`src/rtl/data_memory_bytelane_if.sv`:
```
// Load/store bus between the MIPS datapath and the byte-lane data memory.
interface data_memory_bytelane_if;
    logic [31:0] Address;
    logic [31:0] Write_Data;
    logic        MemRead;
    logic        MemWrite;
    logic [1:0]  MemSize;
    logic        MemUnsigned;
    logic [31:0] Read_Data;
    logic        Read_Valid;
    logic        Mem_Ready;
    logic        Misaligned;

    modport master (
        output Address, Write_Data, MemRead, MemWrite, MemSize, MemUnsigned,
        input  Read_Data, Read_Valid, Mem_Ready, Misaligned
    );

    modport slave (
        input  Address, Write_Data, MemRead, MemWrite, MemSize, MemUnsigned,
        output Read_Data, Read_Valid, Mem_Ready, Misaligned
    );
endinterface

```
`src/rtl/data_memory_bytelane.sv`:
```
// Byte-addressable data memory: per-lane stores, extended registered loads,
// misalignment rejection and an optional post-reset clear sweep.
module data_memory_bytelane #(
    parameter int unsigned DATA_WIDTH = 32,
    parameter int unsigned ADDR_WIDTH = 5,
    parameter bit          INIT_CLEAR = 1'b1
) (
    input logic                   CLK,
    input logic                   RST,
    data_memory_bytelane_if.slave bus
);
    localparam int unsigned           DEPTH    = 2 ** ADDR_WIDTH;
    localparam logic [ADDR_WIDTH-1:0] LAST_IDX = ADDR_WIDTH'(DEPTH - 1);

    typedef enum logic {S_INIT, S_IDLE} state_t;

    state_t                  state_q, state_d;
    logic [ADDR_WIDTH-1:0]   clr_cnt_q, clr_cnt_d;
    logic [DATA_WIDTH-1:0]   read_data_q, read_data_d;
    logic                    read_valid_q, read_valid_d;
    logic                    misaligned_q, misaligned_d;
    logic                    mem_ready_q, mem_ready_d;

    logic [DATA_WIDTH-1:0]   mem [DEPTH];

    logic                    wr_en;
    logic [ADDR_WIDTH-1:0]   wr_idx;
    logic [3:0]              wr_be;
    logic [DATA_WIDTH-1:0]   wr_data;

    logic [ADDR_WIDTH-1:0]   word_idx;
    logic [1:0]              lane;
    logic                    aligned;
    logic [DATA_WIDTH-1:0]   cur_word;
    logic [DATA_WIDTH-1:0]   load_val;
    logic [7:0]              ld_byte;
    logic [15:0]             ld_half;
    logic [3:0]              st_be;
    logic [DATA_WIDTH-1:0]   st_data;
    logic                    unused_addr;

    assign unused_addr = ^bus.Address[31:ADDR_WIDTH+2];

    // Address decode, alignment check, load extraction and store lane steering
    always_comb begin
        word_idx = bus.Address[ADDR_WIDTH+1:2];
        lane     = bus.Address[1:0];
        cur_word = mem[word_idx];
        aligned  = 1'b0;
        load_val = cur_word;
        st_be    = 4'b0000;
        st_data  = bus.Write_Data;

        case (lane)
            2'd0:    ld_byte = cur_word[7:0];
            2'd1:    ld_byte = cur_word[15:8];
            2'd2:    ld_byte = cur_word[23:16];
            default: ld_byte = cur_word[31:24];
        endcase
        ld_half = lane[1] ? cur_word[31:16] : cur_word[15:0];

        case (bus.MemSize)
            2'b00: begin
                aligned  = 1'b1;
                load_val = bus.MemUnsigned ? {24'd0, ld_byte} : {{24{ld_byte[7]}}, ld_byte};
                st_be    = 4'b0001 << lane;
                st_data  = {4{bus.Write_Data[7:0]}};
            end
            2'b01: begin
                aligned  = ~lane[0];
                load_val = bus.MemUnsigned ? {16'd0, ld_half} : {{16{ld_half[15]}}, ld_half};
                st_be    = lane[1] ? 4'b1100 : 4'b0011;
                st_data  = {2{bus.Write_Data[15:0]}};
            end
            2'b10: begin
                aligned  = (lane == 2'b00);
                st_be    = 4'b1111;
            end
            default: aligned = 1'b0;
        endcase
    end

    // Next-state, array write port selection and registered output values
    always_comb begin
        state_d      = state_q;
        clr_cnt_d    = clr_cnt_q;
        read_data_d  = read_data_q;
        read_valid_d = 1'b0;
        misaligned_d = 1'b0;
        mem_ready_d  = 1'b0;
        wr_en        = 1'b0;
        wr_idx       = word_idx;
        wr_be        = st_be;
        wr_data      = st_data;

        case (state_q)
            S_INIT: begin
                wr_en     = 1'b1;
                wr_idx    = clr_cnt_q;
                wr_be     = 4'b1111;
                wr_data   = '0;
                clr_cnt_d = ADDR_WIDTH'(clr_cnt_q + 1'b1);
                if (clr_cnt_q == LAST_IDX) begin
                    state_d     = S_IDLE;
                    mem_ready_d = 1'b1;
                end
            end
            default: begin
                mem_ready_d = 1'b1;
                // Ready is itself registered, so it also masks the first edge out of reset
                if (mem_ready_q && (bus.MemRead || bus.MemWrite)) begin
                    if (aligned) begin
                        wr_en        = bus.MemWrite;
                        read_valid_d = bus.MemRead;
                        if (bus.MemRead) read_data_d = load_val;
                    end else begin
                        misaligned_d = 1'b1;
                    end
                end
            end
        endcase
    end

    always_ff @(posedge CLK or negedge RST) begin
        if (!RST) begin
            state_q      <= INIT_CLEAR ? S_INIT : S_IDLE;
            clr_cnt_q    <= '0;
            read_data_q  <= '0;
            read_valid_q <= 1'b0;
            misaligned_q <= 1'b0;
            mem_ready_q  <= 1'b0;
        end else begin
            state_q      <= state_d;
            clr_cnt_q    <= clr_cnt_d;
            read_data_q  <= read_data_d;
            read_valid_q <= read_valid_d;
            misaligned_q <= misaligned_d;
            mem_ready_q  <= mem_ready_d;
        end
    end

    // Array contents survive reset; only the clear sweep zeroes them
    always_ff @(posedge CLK) begin
        if (wr_en) begin
            for (int l = 0; l < 4; l++) begin
                if (wr_be[l]) mem[wr_idx][8*l +: 8] <= wr_data[8*l +: 8];
            end
        end
    end

    assign bus.Read_Data  = read_data_q;
    assign bus.Read_Valid = read_valid_q;
    assign bus.Misaligned = misaligned_q;
    assign bus.Mem_Ready  = mem_ready_q;
endmodule

```
`src/flat_wrapper.sv`:
```
// flat-port wrapper written by rule: the top's interface ports become plain ports
module data_memory_bytelane_flat 
#(
    parameter int unsigned DATA_WIDTH = 32,
    parameter int unsigned ADDR_WIDTH = 5,
    parameter bit          INIT_CLEAR = 1'b1
)
  (CLK, RST, bus_Address, bus_Write_Data, bus_MemRead, bus_MemWrite, bus_MemSize, bus_MemUnsigned, bus_Read_Data, bus_Read_Valid, bus_Mem_Ready, bus_Misaligned);
  data_memory_bytelane_if bus_i ();
  input logic CLK;
  input logic RST;
  input wire logic [$bits(bus_i.Address)-1:0] bus_Address;
  input wire logic [$bits(bus_i.Write_Data)-1:0] bus_Write_Data;
  input wire logic [$bits(bus_i.MemRead)-1:0] bus_MemRead;
  input wire logic [$bits(bus_i.MemWrite)-1:0] bus_MemWrite;
  input wire logic [$bits(bus_i.MemSize)-1:0] bus_MemSize;
  input wire logic [$bits(bus_i.MemUnsigned)-1:0] bus_MemUnsigned;
  output wire logic [$bits(bus_i.Read_Data)-1:0] bus_Read_Data;
  output wire logic [$bits(bus_i.Read_Valid)-1:0] bus_Read_Valid;
  output wire logic [$bits(bus_i.Mem_Ready)-1:0] bus_Mem_Ready;
  output wire logic [$bits(bus_i.Misaligned)-1:0] bus_Misaligned;
  assign bus_i.Address = bus_Address;
  assign bus_i.Write_Data = bus_Write_Data;
  assign bus_i.MemRead = bus_MemRead;
  assign bus_i.MemWrite = bus_MemWrite;
  assign bus_i.MemSize = bus_MemSize;
  assign bus_i.MemUnsigned = bus_MemUnsigned;
  assign bus_Read_Data = bus_i.Read_Data;
  assign bus_Read_Valid = bus_i.Read_Valid;
  assign bus_Mem_Ready = bus_i.Mem_Ready;
  assign bus_Misaligned = bus_i.Misaligned;
  data_memory_bytelane #(.DATA_WIDTH(DATA_WIDTH), .ADDR_WIDTH(ADDR_WIDTH), .INIT_CLEAR(INIT_CLEAR)) u_core (.CLK(CLK), .RST(RST), .bus(bus_i));
endmodule
```
`config.mk`:
```
export PLATFORM = sky130hd
export DESIGN_NAME = data_memory_bytelane_flat
export DESIGN_NICKNAME = d
export VERILOG_FILES = /design/src/rtl/data_memory_bytelane_if.sv /design/src/rtl/data_memory_bytelane.sv /design/src/flat_wrapper.sv
export SDC_FILE = /design/constraint.sdc
export NUM_CORES = 1
export LEC_CHECK = 0
export ABC_CLOCK_PERIOD_IN_PS = 2700
export BUFFER_PORTS_ARGS = -buffer_cell sky130_fd_sc_hd__buf_2
export CAP_MARGIN = 30
export CORE_ASPECT_RATIO = 0.5
export CORE_MARGIN = 3
export CORE_UTILIZATION = 40
export CTS_CLUSTER_SIZE = 40
export DETAILED_ROUTE_END_ITERATION = 8
export GPL_TIMING_DRIVEN = 0
export HOLD_SLACK_MARGIN = 0.06
export PLACE_DENSITY = 0.54
export SLEW_MARGIN = 20
export SYNTH_ARGS = -nofsm -noshare
export SYNTH_HDL_FRONTEND = slang
export SYNTH_SLANG_ARGS = --single-unit
```
`constraint.sdc`:
```
create_clock -name CLK -period 2.7 [get_ports CLK]
set_input_delay 0.27 -clock CLK [delete_from_list [all_inputs] [get_ports CLK]]
set_output_delay 0.27 -clock CLK [all_outputs]
set_load 0.005 [all_outputs]
```
==> run metrics <==
crit end category flip-flop; critical path's most frequent cell mux4_2; dpl hpwl 95,400 um; die footprint 110,000 um^2; CTS buffer count 100; post-synthesis mux area share 15.7%; Pwr Total 36.0 mW; Power Internal about 28 mW; # DRC 0; Port-buffer cells 76; Compound-Gate Fraction of Synth Area 3.61%; HP Class input port to asynchronous set/reset pin; initial DRC count 3,219; Final Critical Period roughly 2.8 ns; Logic pwr share 8.4%; sw frac 23.3%; first-pass GRT wire length approximately 190,000 um; critical path type flip-flop to flip-flop; most frequent cells in the layout edfxtp_1, mux4_2, nor3_4; ys flop type edfxtp_1; fin. max-slew vios 0; largest net degree at the start of global routing 41; Synth async-reset ratio 3.76%; clk sink count 1,064; DP Worst Slack -2.52 ns; unrepaired setup endpoints after global routing true; Synth Register Bits 1,064; Reg power frac 51.3%; Post-Synthesis Cell Area 42,300 um^2; WL/cell about 34 um; Clock Path Buffers 3; worst hold margin 0.103 ns; final setup vio count 36; IR drop worst, VDD 0.517 mV; largest family of logic cells by synthesized area multiplexers; post-synthesis cell type count 51; Largest delay share family, worst path multiplexers; Die X 466 um; DR vias 24,300; Max FO, Critical Path 10; final hold violations 0; drt first pass iters 6; Post-Synth XOR/XNOR Area less than 1%; Area Growth Syn to Fin 25.0%; final period utilization 103%; data required time of the worst path approximately 3.3 ns; remaining antenna violation count 0; max_cap viols 0; status finished, violations left; Worst Path Buf+Inv 1; share of cells above drive strength 1 around two fifths; Max-slew headroom a little over a third; Pleak between 15 and 20 nW; Clock Latency Late Sink ~0.70 ns; io pins 106; pwr dens ~700 nW/um^2; non-filler cells, final 4,021; YS warnings 0; part of the power in the clock network 40.3%; placed insts between 3,000 and 4,000; grt ovf 0; Placement Rows 83; fill count 8,292; Post-Synth Adder-Cell Area less than 1%; Core ar. about 100,000 um^2; simple-gate share of the synthesized area under 10%; sw power 8.40 mW; syn_area_per_cell 19.5 um^2; Mapped Cells 2,170; Setup TNS -1.60 ns; CP Launch Type flip-flop; Critical Path Slowest Stage Cell mux4_2; Root Buffer clkbuf_16; gr usage total 25.0%; clock-pin slew on the worst setup and hold paths roughly 0.060 ns; slew at the pin closest to its max-slew limit 0.952 ns; slowest stage delay, CP 0.59 ns; number of global-route vias before repair between 20,000 and 25,000; global placer's final weighted congestion between 0.9 and 1; fmax 0.358 GHz; ordered list of cells on the worst path mux4_2 -> mux4_2 -> mux4_2 -> nor2_1 -> nand4b_1 -> and2b_2 -> buf_6 -> o22ai_1; commonest non-fill, non-tap cell in the layout edfxtp_1; Initial Util around two fifths; Die Span Y 236 um; failing checks setup timing; Post-Route WL 139,000 um; Via density between 6 and 7; PnR worst setup slack -0.0907 ns; final layout net count 2,602; H-tree lvl count 3; worst path arrival time between 3 and 4 ns; initial antenna violation count 5; Synth Net Count 2,243; Post-synth EDFFs 1,024; sequential element share of the synthesized area around three quarters; Layout Skew 0.0222 ns; CTS tree yes
==> power groups by stage <==
stage	sequential [mW]	combinational [mW]	clock [mW]
detailed placement	18.8	2.78	0
CTS	18.5	2.93	14.7
finish	18.5	3.03	14.5
global route	18.5	3.16	15.4
global placement	18.8	2.57	0
floorplan	18.8	1.42	0
==> cells in the mapped netlist, types with 4 or more instances <==
cell	number	area, um^2
a21oi_1	49	245
a22oi_1	9	67.6
a31oi_1	6	37.5
a32oi_1	12	105
and2_1	10	62.6
buf_1	11	41.3
buf_2	45	225
buf_4	6	45.0
clkbuf_1	82	308
dfrtp_1	40	1000
edfxtp_1	1024	30700
inv_1	8	30.0
mux2_2	37	417
mux2i_1	62	621
mux4_2	249	5610
nand2_1	74	278
nand3_1	26	130
nand3b_1	4	30.0
nor2_1	81	304
nor3_1	133	666
nor4_1	4	25.0
o211ai_1	8	60.1
o21ai_0	52	260
o221ai_1	26	228
o22ai_1	65	407
or3b_2	5	43.8
xnor2_1	4	35.0
==> flip-flops by register name, indices dropped and copies added, names as in the netlist <==
register	flops
u_core.mem	1024
u_core.bus.Read_Valid	1
u_core.bus.Misaligned	1
u_core.bus.Read_Data	32
u_core.state_q	1
u_core.clr_cnt_q	5
==> stage by stage <==
step	area [um^2]	util, %
floorplan	43500	-
global placement	45600	44.0
detailed placement	46700	45.0
CTS	52600	50.7
global route	52900	51.0
finish	52900	51.0
==> layout make-up <==
cell class                 instances  area, um^2  area share, %
sequential                      1064       31800           60.0
antenna                            5        12.5         0.0236
multi-input combinational        953       11800           22.3
clock inverter                    58         599           1.13
inverter                          10        41.3         0.0780
tap                             1402        1750           3.32
timing repair buffer             255        3130           5.91
buffer                           145        1090           2.07
clock buffer                     129        2730           5.15
==> metal layers <==
| metal | global-route usage (%) | vias up | wire (um) |
|---|---|---|---|
| met3 | 6.93 | 235 | 14500 |
| met2 | 37.0 | 1210 | 61600 |
| li1 | - | 9800 | - |
| met5 | 0 | - | 38 |
| met1 | 35.5 | 13000 | 57200 |
| met4 | 8.90 | 6 | 5430 |
==> timing repair <==
action,4_1_cts,5_1_grt
hold buffers,6,0
buffers inserted,112,7
endpoints found under the setup margin,1666,704
pin swaps,95,15
hold endpoints to repair,54,0
resized for setup,204,45
cloned,0,5
==> kinds of logic after synthesis <==
kind of cell             count (synthesis)
buffers and inverters                  158
flip-flops                            1064
XOR/XNOR                                 4
multiplexers                           348
AND/OR/NAND/NOR                        353
adder cells (fa/ha/maj)                  2
AO/OA/AOI/OAI                          241
==> path summary, 6_finish.rpt <==
check	start	end	slack, ns	cells past startpoint
max in group asynchronous	RST	u_core.bus.Read_Data[16]$_DFFE_PN0P_	2.09	3
hold reg to reg	u_core.bus.Read_Data[6]$_DFFE_PN0P_	u_core.bus.Read_Data[6]$_DFFE_PN0P_	0.51	2
hold / removal	RST	u_core.bus.Read_Data[20]$_DFFE_PN0P_	0.10	2
setup / recovery	u_core.mem[6][23]$_DFFE_PP_	u_core.bus.Read_Data[20]$_DFFE_PN0P_	-0.09	8
min in group CLK	bus_Write_Data[1]	u_core.mem[26][9]$_DFFE_PP_	0.12	3
setup reg to reg	u_core.mem[6][23]$_DFFE_PP_	u_core.bus.Read_Data[20]$_DFFE_PN0P_	-0.09	8
No activity file was read; power rests on OpenSTA's default activity.
